**src/rtl/hdd_sd_bridge.sv**
```systemverilog
// Bridges Apple II HDD sector requests onto the hps_io sd_rd/sd_wr/sd_ack handshake.
// Latency: request pulse to sd_rd/sd_wr is 2 edges; ack edges act 2 edges after sd_ack moves.
// Backpressure: cpu_wait stalls the CPU while a transfer runs; one request per type is queued.
module hdd_sd_bridge #(
  parameter int unsigned TIMEOUT_CYCLES = 14_000_000,
  parameter int unsigned CNT_W          = 24
) (
  input  logic        clk_sys,
  input  logic        reset,
  input  logic        hdd_read,
  input  logic        hdd_write,
  input  logic [31:0] hdd_lba_in,
  input  logic        img_mounted,
  input  logic [63:0] img_size,
  input  logic        img_readonly,
  output logic [31:0] sd_lba,
  output logic        sd_rd,
  output logic        sd_wr,
  input  logic        sd_ack,
  output logic        hdd_mounted,
  output logic        hdd_protect,
  output logic        cpu_wait,
  output logic        hdd_error
);

  typedef enum logic [1:0] {IDLE, REQ, XFER} state_t;

  state_t             state;
  logic               rd_pend;
  logic               wr_pend;
  logic [31:0]        rd_lba;
  logic [31:0]        wr_lba;
  logic               ack_s;
  logic               ack_d;
  logic [CNT_W-1:0]   cnt;

  logic               take_rd;
  logic               take_wr;
  logic               reject;
  logic               ack_rise;
  logic               ack_fall;
  logic               timeout;

  // Request selection in IDLE (write wins), rejection, ack edges and timeout compare.
  always_comb begin
    take_wr  = (state == IDLE) && wr_pend;
    take_rd  = (state == IDLE) && rd_pend && !wr_pend;
    reject   = !hdd_mounted || (take_wr && hdd_protect);
    ack_rise = ack_s && !ack_d;
    ack_fall = !ack_s && ack_d;
    timeout  = (cnt == CNT_W'(TIMEOUT_CYCLES - 1));
  end

  // Ack is registered once, then edge-detected against its own delayed copy.
  always_ff @(posedge clk_sys or posedge reset) begin
    if (reset) begin
      ack_s <= 1'b0;
      ack_d <= 1'b0;
    end else begin
      ack_s <= sd_ack;
      ack_d <= ack_s;
    end
  end

  // Mount state follows the slot strobe only; the transfer FSM never looks at it mid-flight.
  always_ff @(posedge clk_sys or posedge reset) begin
    if (reset) begin
      hdd_mounted <= 1'b0;
      hdd_protect <= 1'b0;
    end else if (img_mounted) begin
      hdd_mounted <= (img_size != 64'd0);
      hdd_protect <= img_readonly;
    end
  end

  // One pending slot per request type; a new pulse wins over a same-cycle clear.
  always_ff @(posedge clk_sys or posedge reset) begin
    if (reset) begin
      rd_pend <= 1'b0;
      wr_pend <= 1'b0;
      rd_lba  <= '0;
      wr_lba  <= '0;
    end else begin
      if (hdd_read) begin
        rd_pend <= 1'b1;
        rd_lba  <= hdd_lba_in;
      end else if (take_rd) begin
        rd_pend <= 1'b0;
      end
      if (hdd_write) begin
        wr_pend <= 1'b1;
        wr_lba  <= hdd_lba_in;
      end else if (take_wr) begin
        wr_pend <= 1'b0;
      end
    end
  end

  // Transfer FSM with registered handshake outputs; ack edges beat the timeout.
  always_ff @(posedge clk_sys or posedge reset) begin
    if (reset) begin
      state     <= IDLE;
      sd_lba    <= '0;
      sd_rd     <= 1'b0;
      sd_wr     <= 1'b0;
      cpu_wait  <= 1'b0;
      hdd_error <= 1'b0;
      cnt       <= '0;
    end else begin
      case (state)
        IDLE: begin
          if (take_wr || take_rd) begin
            if (reject) begin
              hdd_error <= 1'b1;
            end else begin
              sd_lba    <= take_wr ? wr_lba : rd_lba;
              sd_wr     <= take_wr;
              sd_rd     <= take_rd;
              cpu_wait  <= 1'b1;
              hdd_error <= 1'b0;
              cnt       <= '0;
              state     <= REQ;
            end
          end
        end
        REQ: begin
          cnt <= cnt + 1'b1;
          if (ack_rise) begin
            sd_rd <= 1'b0;
            sd_wr <= 1'b0;
            state <= XFER;
          end else if (timeout) begin
            sd_rd     <= 1'b0;
            sd_wr     <= 1'b0;
            cpu_wait  <= 1'b0;
            hdd_error <= 1'b1;
            state     <= IDLE;
          end
        end
        XFER: begin
          cnt <= cnt + 1'b1;
          if (ack_fall) begin
            cpu_wait <= 1'b0;
            state    <= IDLE;
          end else if (timeout) begin
            sd_rd     <= 1'b0;
            sd_wr     <= 1'b0;
            cpu_wait  <= 1'b0;
            hdd_error <= 1'b1;
            state     <= IDLE;
          end
        end
        default: state <= IDLE;
      endcase
    end
  end

endmodule

```
**config.mk**
```make
export PLATFORM = sky130hd
export DESIGN_NAME = hdd_sd_bridge
export DESIGN_NICKNAME = d
export VERILOG_FILES = /design/src/rtl/hdd_sd_bridge.sv
export SDC_FILE = /design/constraint.sdc
export NUM_CORES = 1
export LEC_CHECK = 0
export CAP_MARGIN = 20
export CORE_UTILIZATION = 45
export DETAILED_ROUTE_END_ITERATION = 7
export GPL_ROUTABILITY_DRIVEN = 0
export PLACE_DENSITY = 0.76
export SLEW_MARGIN = 5
export SYNTH_ARGS = -nofsm -noshare
export SYNTH_HDL_FRONTEND = slang
export SYNTH_SLANG_ARGS = --single-unit
```
**constraint.sdc**
```tcl
create_clock -name clk_sys -period 4.9 [get_ports clk_sys]
set_input_delay 1.225 -clock clk_sys [delete_from_list [all_inputs] [get_ports clk_sys]]
set_output_delay 1.225 -clock clk_sys [all_outputs]
set_load 0.005 [all_outputs]
```
==> reports/metrics.cfg, run 1 <==
[run]
drv_cap=0

[worst_setup_path]
cp.required_ns=3.67
cp_slowest_cell=clkdlybuf4s50_1
slowest_delay_ns=0.54
startpoint_type=flop
critPathBufInv=1
startpoint=hdd_mounted
reg2reg_from=state[0]
crit_fanout=4
arrival_ns=1.38
end_kind=primary output
worstSetupPathType=flop to primary output
cp_top_family=buffers and inverters
crit_chain=clkdlybuf4s50_1
worstRegToRegCells=7
critical_path_cell_count=1

[logic_synthesis]
syn_inst=494
synth_area_um2=5920
postSynthAreaPerCell_um2=12.0
ys_ff_latch=132
synthFlopType=dfrtp_1
async_flop_share=1.00
yosys_warnings=0
synth_edf_count=0
yosysSeqAreaShare=0.558
synth_area_leaders=dfrtp_1 (56%), mux2_2 (12%), mux2i_1 (5.8%), o21ai_0 (3.6%), nand2_1 (3.1%)
yosys.area.top_type_share=0.558
synth.net_count=602
yosys.area.top_type=dfrtp_1
synthDistinctLibCells=52

[clocking]
post_cts_buffers=0
htree_levels=4
clkSlewWorstSetupHoldPaths_ns=0.06
cts_sinks=132
clk_path_buf_depth=2
cts_tree=built
root_buffer=clkbuf_16
clk_latency_ns=0.41
numCtsBuffers=17
cts_resized=0
cts_hold_buf=0

[timing]
finalMaxSlewViolations=0
rsz0062_at_grt=no
slew_headroom=0.365
fin_ws_ns=2.29
hold_viol_final=0
fmax_ghz=0.384
clock_skew_ns=0.00531
final-setup-viol-count=0
worst_slew_pin_slew_ns=0.952
fin_crit_sh=0.532
tns_ns=0
period_needed_ns=2.61

[power_and_ir_drop]
p_leak_nw=3.50
p_comb_frac=0.333
pwr-share-seq=0.346
vdd_drop_max_v=0.000338
p_per_area_nw_per_um2=526
clkPwrFrac=0.321
swShare=0.311
internal_power_w=0.00294
switching_power_w=0.00133

[drt]
vias=4387
dr.pass1.iters=4
drt_iter0_drc=201
wire_per_inst_um=17.4
ant_nets=0
wl_um=14300
drc=0
viasPerCell=5.35

[grt]
grt_remaining_overflow=0
antenna_found_initial=0
grtUsageTotal=0.231
grt_max_degree=77
grt_pass1_wl_um=23500
grt_pass1_vias=4691

[worst_hold_path]
min_path_type=flop to flop
hp-start=ack_s
holdPathStages=0

[floorplan]
die_w_um=117
ioPinCount=141
initial_core_util=0.465
fp-row-count=41
die_h_um=117
coreArea_um2=12700
dieArea_um2=13600

[placed_design]
dp.final_hpwl_um=9680
place_ws_ns=2.20
io_buffers=140

[layout]
layout_commonest_cell=clkdlybuf4s50_1
area_growth_pct=37.1
layout_common_cells=clkdlybuf4s50_1 (138), dfrtp_1 (132), mux2_2 (65)
fin_nets=743
n_antenna_cell=0
drive_gt1_frac=0.179

[outcome]
status=completed

-- final timing paths --
path | to | slack [ns]
max | hdd_mounted | 2.29
min | ack_d | 0.47
max reg2reg | cnt[13] | 2.37
min reg2reg | ack_d | 0.47
max in group asynchronous | wr_lba[19] | 2.71
min in group asynchronous | wr_lba[14] | 1.39
-- metrics by stage --
step,instance area [µm²],hold WS (ns),utilization,total power (W),std cells
floorplan,5920,0.409,-,0.00231,494
global placement,7450,0.426,0.586,0.00285,787
detailed placement,7470,0.445,0.588,0.00292,788
CTS,8120,0.460,0.638,0.00431,820
global route,8120,0.476,0.638,0.00451,820
finish,8120,0.468,0.638,0.00427,820
-- layer usage --
layer,vias to the layer above,wire [µm],GRT usage,share of wire
li1,2073,-,-,-
met1,2195,6070,0.279,0.43
met2,96,7330,0.398,0.51
met3,23,639,0.0581,0.045
met4,0,231,0.0920,0.016
met5,-,0,0,0
-- synthesized netlist by cell type (2+ instances only) --
library cell and count:
nand2_1 49, nor2_2 2, buf_6 2, or4_1 2, nand4_1 7, o211ai_1 4
clkbuf_1 15, nand3_1 10, nand2b_1 5, nor4_1 15, dfrtp_1 132, a21o_1 5
and4_1 2, mux2i_1 34, o21ai_0 42, nor4_4 2, o31ai_1 4, a21oi_1 12
buf_1 3, nor3_1 2, or2_2 2, ha_1 5, o2111ai_1 3, nand3b_1 2
inv_1 7, or3_1 6, nor2_1 18, a31oi_1 3, mux2_2 65, xor2_1 12
-- layout make-up --
type | count | area (µm²)
fill | 1013 | 4610
clock buffer | 22 | 464
tap | 172 | 215
clock inverter | 10 | 178
inverter | 7 | 28.8
multi-input combinational | 334 | 2490
sequential | 132 | 3300
timing repair buffer | 143 | 1440
-- registers in the layout, indices dropped and copies added, names as in the netlist --
register     cells
cnt             24
sd_wr            1
wr_lba          32
state            2
rd_lba          32
wr_pend          1
hdd_protect      1
hdd_error        1
cpu_wait         1
hdd_mounted      1
ack_s            1
sd_rd            1
ack_d            1
rd_pend          1
sd_lba          32
-- kinds of logic (layout without fill, tap and decap cells) --
family | Yosys count | after routing | share of synthesized area
and+or+nand+nor | 134 | 134 | 0.123
DFF | 132 | 132 | 0.558
muxes | 99 | 99 | 0.181
AOI/OAI and AO/OA | 84 | 84 | 0.0873
buffers and inverters | 28 | 182 | 0.0220
xor gates and xnor gates | 12 | 12 | 0.0178
adders and majority gates | 5 | 5 | 0.0106
-- power by group through the flow --
stage	logic [W]	clock network [W]	registers, W
after floorplan	0.000844	0	0.00147
after global placement	0.00137	0	0.00148
after detailed placement	0.00143	0	0.00149
after CTS	0.00144	0.00140	0.00148
after global routing	0.00156	0.00144	0.00151
final	0.00142	0.00137	0.00148
Note: power is estimated with default switching activity, not from simulation.
==> inputs of run 2 (changes only) <==
--- a/config.mk
+++ b/config.mk
@@ -6,10 +6,10 @@
 export NUM_CORES = 1
 export LEC_CHECK = 0
 export CAP_MARGIN = 20
-export CORE_UTILIZATION = 45
+export CORE_UTILIZATION = 50
 export DETAILED_ROUTE_END_ITERATION = 7
 export GPL_ROUTABILITY_DRIVEN = 0
-export PLACE_DENSITY = 0.76
+export PLACE_DENSITY = 0.8
 export SLEW_MARGIN = 5
 export SYNTH_ARGS = -nofsm -noshare
 export SYNTH_HDL_FRONTEND = slang
==> constraint.sdc (replaced) <==
create_clock -name clk_sys -period 2.5 [get_ports clk_sys]
set_input_delay 0.625 -clock clk_sys [delete_from_list [all_inputs] [get_ports clk_sys]]
set_output_delay 0.625 -clock clk_sys [all_outputs]
set_load 0.005 [all_outputs]
==> run 2 against run 1 <==
Clock skew grew 0.0024 ns; clock-buffer cell count shrank 4; core utilization rose by 7.3 points; sequential share of layout area is 0.20 points lower; global-route usage is 2.0 points higher; critical path type is now flop to flop.
==> reports/metrics.cfg, run 2 (synthesized netlist as in run 1, its figures left out) <==
[outcome]
status=completed

[worst_setup_path]
critPathBufInv=1
slowest_delay_ns=0.53
r2r_slack_ns=0.18
rr_endpoint=cnt[13]
worstRegToRegCells=7
critical_path_cell_count=7
crit_path_frequent_cell=nand3_1
cp.required_ns=2.83
startpoint_type=flop
reg2reg_from=state[0]
crit_chain=inv_1 > ha_1 > nand2b_1 > nand3_1 > nand3_1 > or4_1 > a21oi_1
end_kind=flop
cp_top_family=simple AND/OR/NAND/NOR gates
crit_fanout=8
cp_slowest_cell=or4_1
arrival_ns=2.66
worstSetupPathType=flop to flop

[grt]
antenna_found_initial=1
grt_pass1_wl_um=24400
grt_max_degree=56
grt_remaining_overflow=0
grtUsageTotal=0.252
grt_pass1_vias=4948

[drt]
drc=0
ant_nets=0
vias=4549
dr.pass1.iters=5
wl_um=14500
drt_iter0_drc=216
wire_per_inst_um=18.2
viasPerCell=5.68

[timing]
clock_skew_ns=0.00768
fin_ws_ns=0.177
fin_crit_sh=0.929
final-setup-viol-count=0
fmax_ghz=0.431
hold_viol_final=0
tns_ns=0
finalMaxSlewViolations=0
slew_headroom=0.603
rsz0062_at_grt=no
period_needed_ns=2.32
worst_slew_pin_slew_ns=0.594

[layout]
layout_commonest_cell=clkdlybuf4s50_1
fin_nets=752
drive_gt1_frac=0.192
area.sequential_um2=3300
multi_input_area_um2=2500
biggestRegsByFlops=rd_lba: 32 flops, sd_lba: 32 flops, wr_lba: 32 flops
area_growth_pct=37.8
layout_common_cells=clkdlybuf4s50_1 (140), dfrtp_1 (132), mux2_2 (65)
fillers=774

[clocking]
htree_levels=4
cts_tree=built
cts_sinks=132
clkSlewWorstSetupHoldPaths_ns=0.06
clk_latency_ns=0.41
cts_hold_buf=0
numCtsBuffers=17
clk_path_buf_depth=2
root_buffer=clkbuf_16

[floorplan]
dieArea_um2=12300
die_w_um=111
die_h_um=111
coreArea_um2=11500
initial_core_util=0.516
ioPinCount=141
fp-row-count=39

[placed_design]
place_ws_ns=0.168
dp.final_hpwl_um=9870
io_buffers=140

[power_and_ir_drop]
p_leak_nw=3.53
vdd_drop_max_v=0.000587
p_per_area_nw_per_um2=1010

[run]
drv_cap=0

[worst_hold_path]
min_path_type=flop to flop
hp-start=ack_s
worstHoldEndpoint=ack_d
holdPathStages=0

==> run 2: cell type report <==
class / count / share of cell area
Tap cell: 143 / 0.0219
Inverter: 7 / 0.00368
Antenna cell: 1 / 0.000307
Multi-Input combinational cell: 334 / 0.306
Clock inverter: 14 / 0.0187
Clock buffer: 18 / 0.0538
Sequential cell: 132 / 0.405
Timing Repair Buffer: 152 / 0.191
==> run 2: metal layers <==
layer,vias to the layer above,routed length (µm),global-route usage
li1,2094,-,-
met1,2316,6040,0.299
met2,121,7580,0.443
met3,18,690,0.0580
met4,0,232,0.0951
met5,-,0,0
==> run 2: metrics by stage <==
| step | cells | power (W) | utilization | hold slack (ns) | instance area (µm²) |
|---|---|---|---|---|---|
| after detailed placement | 768 | 0.00578 | 0.659 | 0.437 | 7550 |
| after global routing | 801 | 0.00868 | 0.711 | 0.466 | 8160 |
| final | 801 | 0.00825 | 0.711 | 0.446 | 8160 |
| after global placement | 768 | 0.00567 | 0.659 | 0.426 | 7550 |
| after CTS | 800 | 0.00829 | 0.710 | 0.442 | 8150 |
| after floorplan | 494 | 0.00454 | - | 0.409 | 5920 |
==> run 2: repair_timing <==
action | 4_1_cts | 5_1_grt
resized for setup | 0 | 1
endpoints found under the setup margin | 0 | 1
buffers inserted | 0 | 0
==> run 2: worst max-delay path by stage <==
stage / start / endpoint / slack [ns]
final: state[0] / cnt[13] / 0.18
after global routing: state[0] / cnt[13] / 0.01
after CTS: state[0] / cnt[13] / 0.17
after detailed placement: state[0] / cnt[13] / 0.17
after global placement: state[0] / cnt[13] / 0.27
after floorplan: reset / ack_d / 0.24
==> run 2: worst reg2reg max path, delay by kind of cell (launching register included) <==
kind,cells,cell delay (ns)
AND/OR/NAND/NOR,4,1.18
adder cells (fa/ha/maj),1,0.45
flip-flops,1,0.38
AO/OA/AOI/OAI,1,0.15
buffers and inverters,1,0.09
==> run 2: power by group <==
| part | internal [W] | switching (W) |
|---|---|---|
| Clock | 0.00150 | 0.000958 |
| Sequential | 0.00260 | 0.000283 |
| Combinational | 0.00142 | 0.00149 |
| Total | 0.00552 | 0.00273 |
==> inputs of run 3 (changes only) <==
--- a/config.mk
+++ b/config.mk
@@ -8,9 +8,8 @@
 export CAP_MARGIN = 20
 export CORE_UTILIZATION = 50
 export DETAILED_ROUTE_END_ITERATION = 7
-export GPL_ROUTABILITY_DRIVEN = 0
 export PLACE_DENSITY = 0.8
-export SLEW_MARGIN = 5
+export SLEW_MARGIN = 20
 export SYNTH_ARGS = -nofsm -noshare
 export SYNTH_HDL_FRONTEND = slang
 export SYNTH_SLANG_ARGS = --single-unit
==> results of run 3 <==
No change in the layout: final DEF, timing and power equal those of run 2.
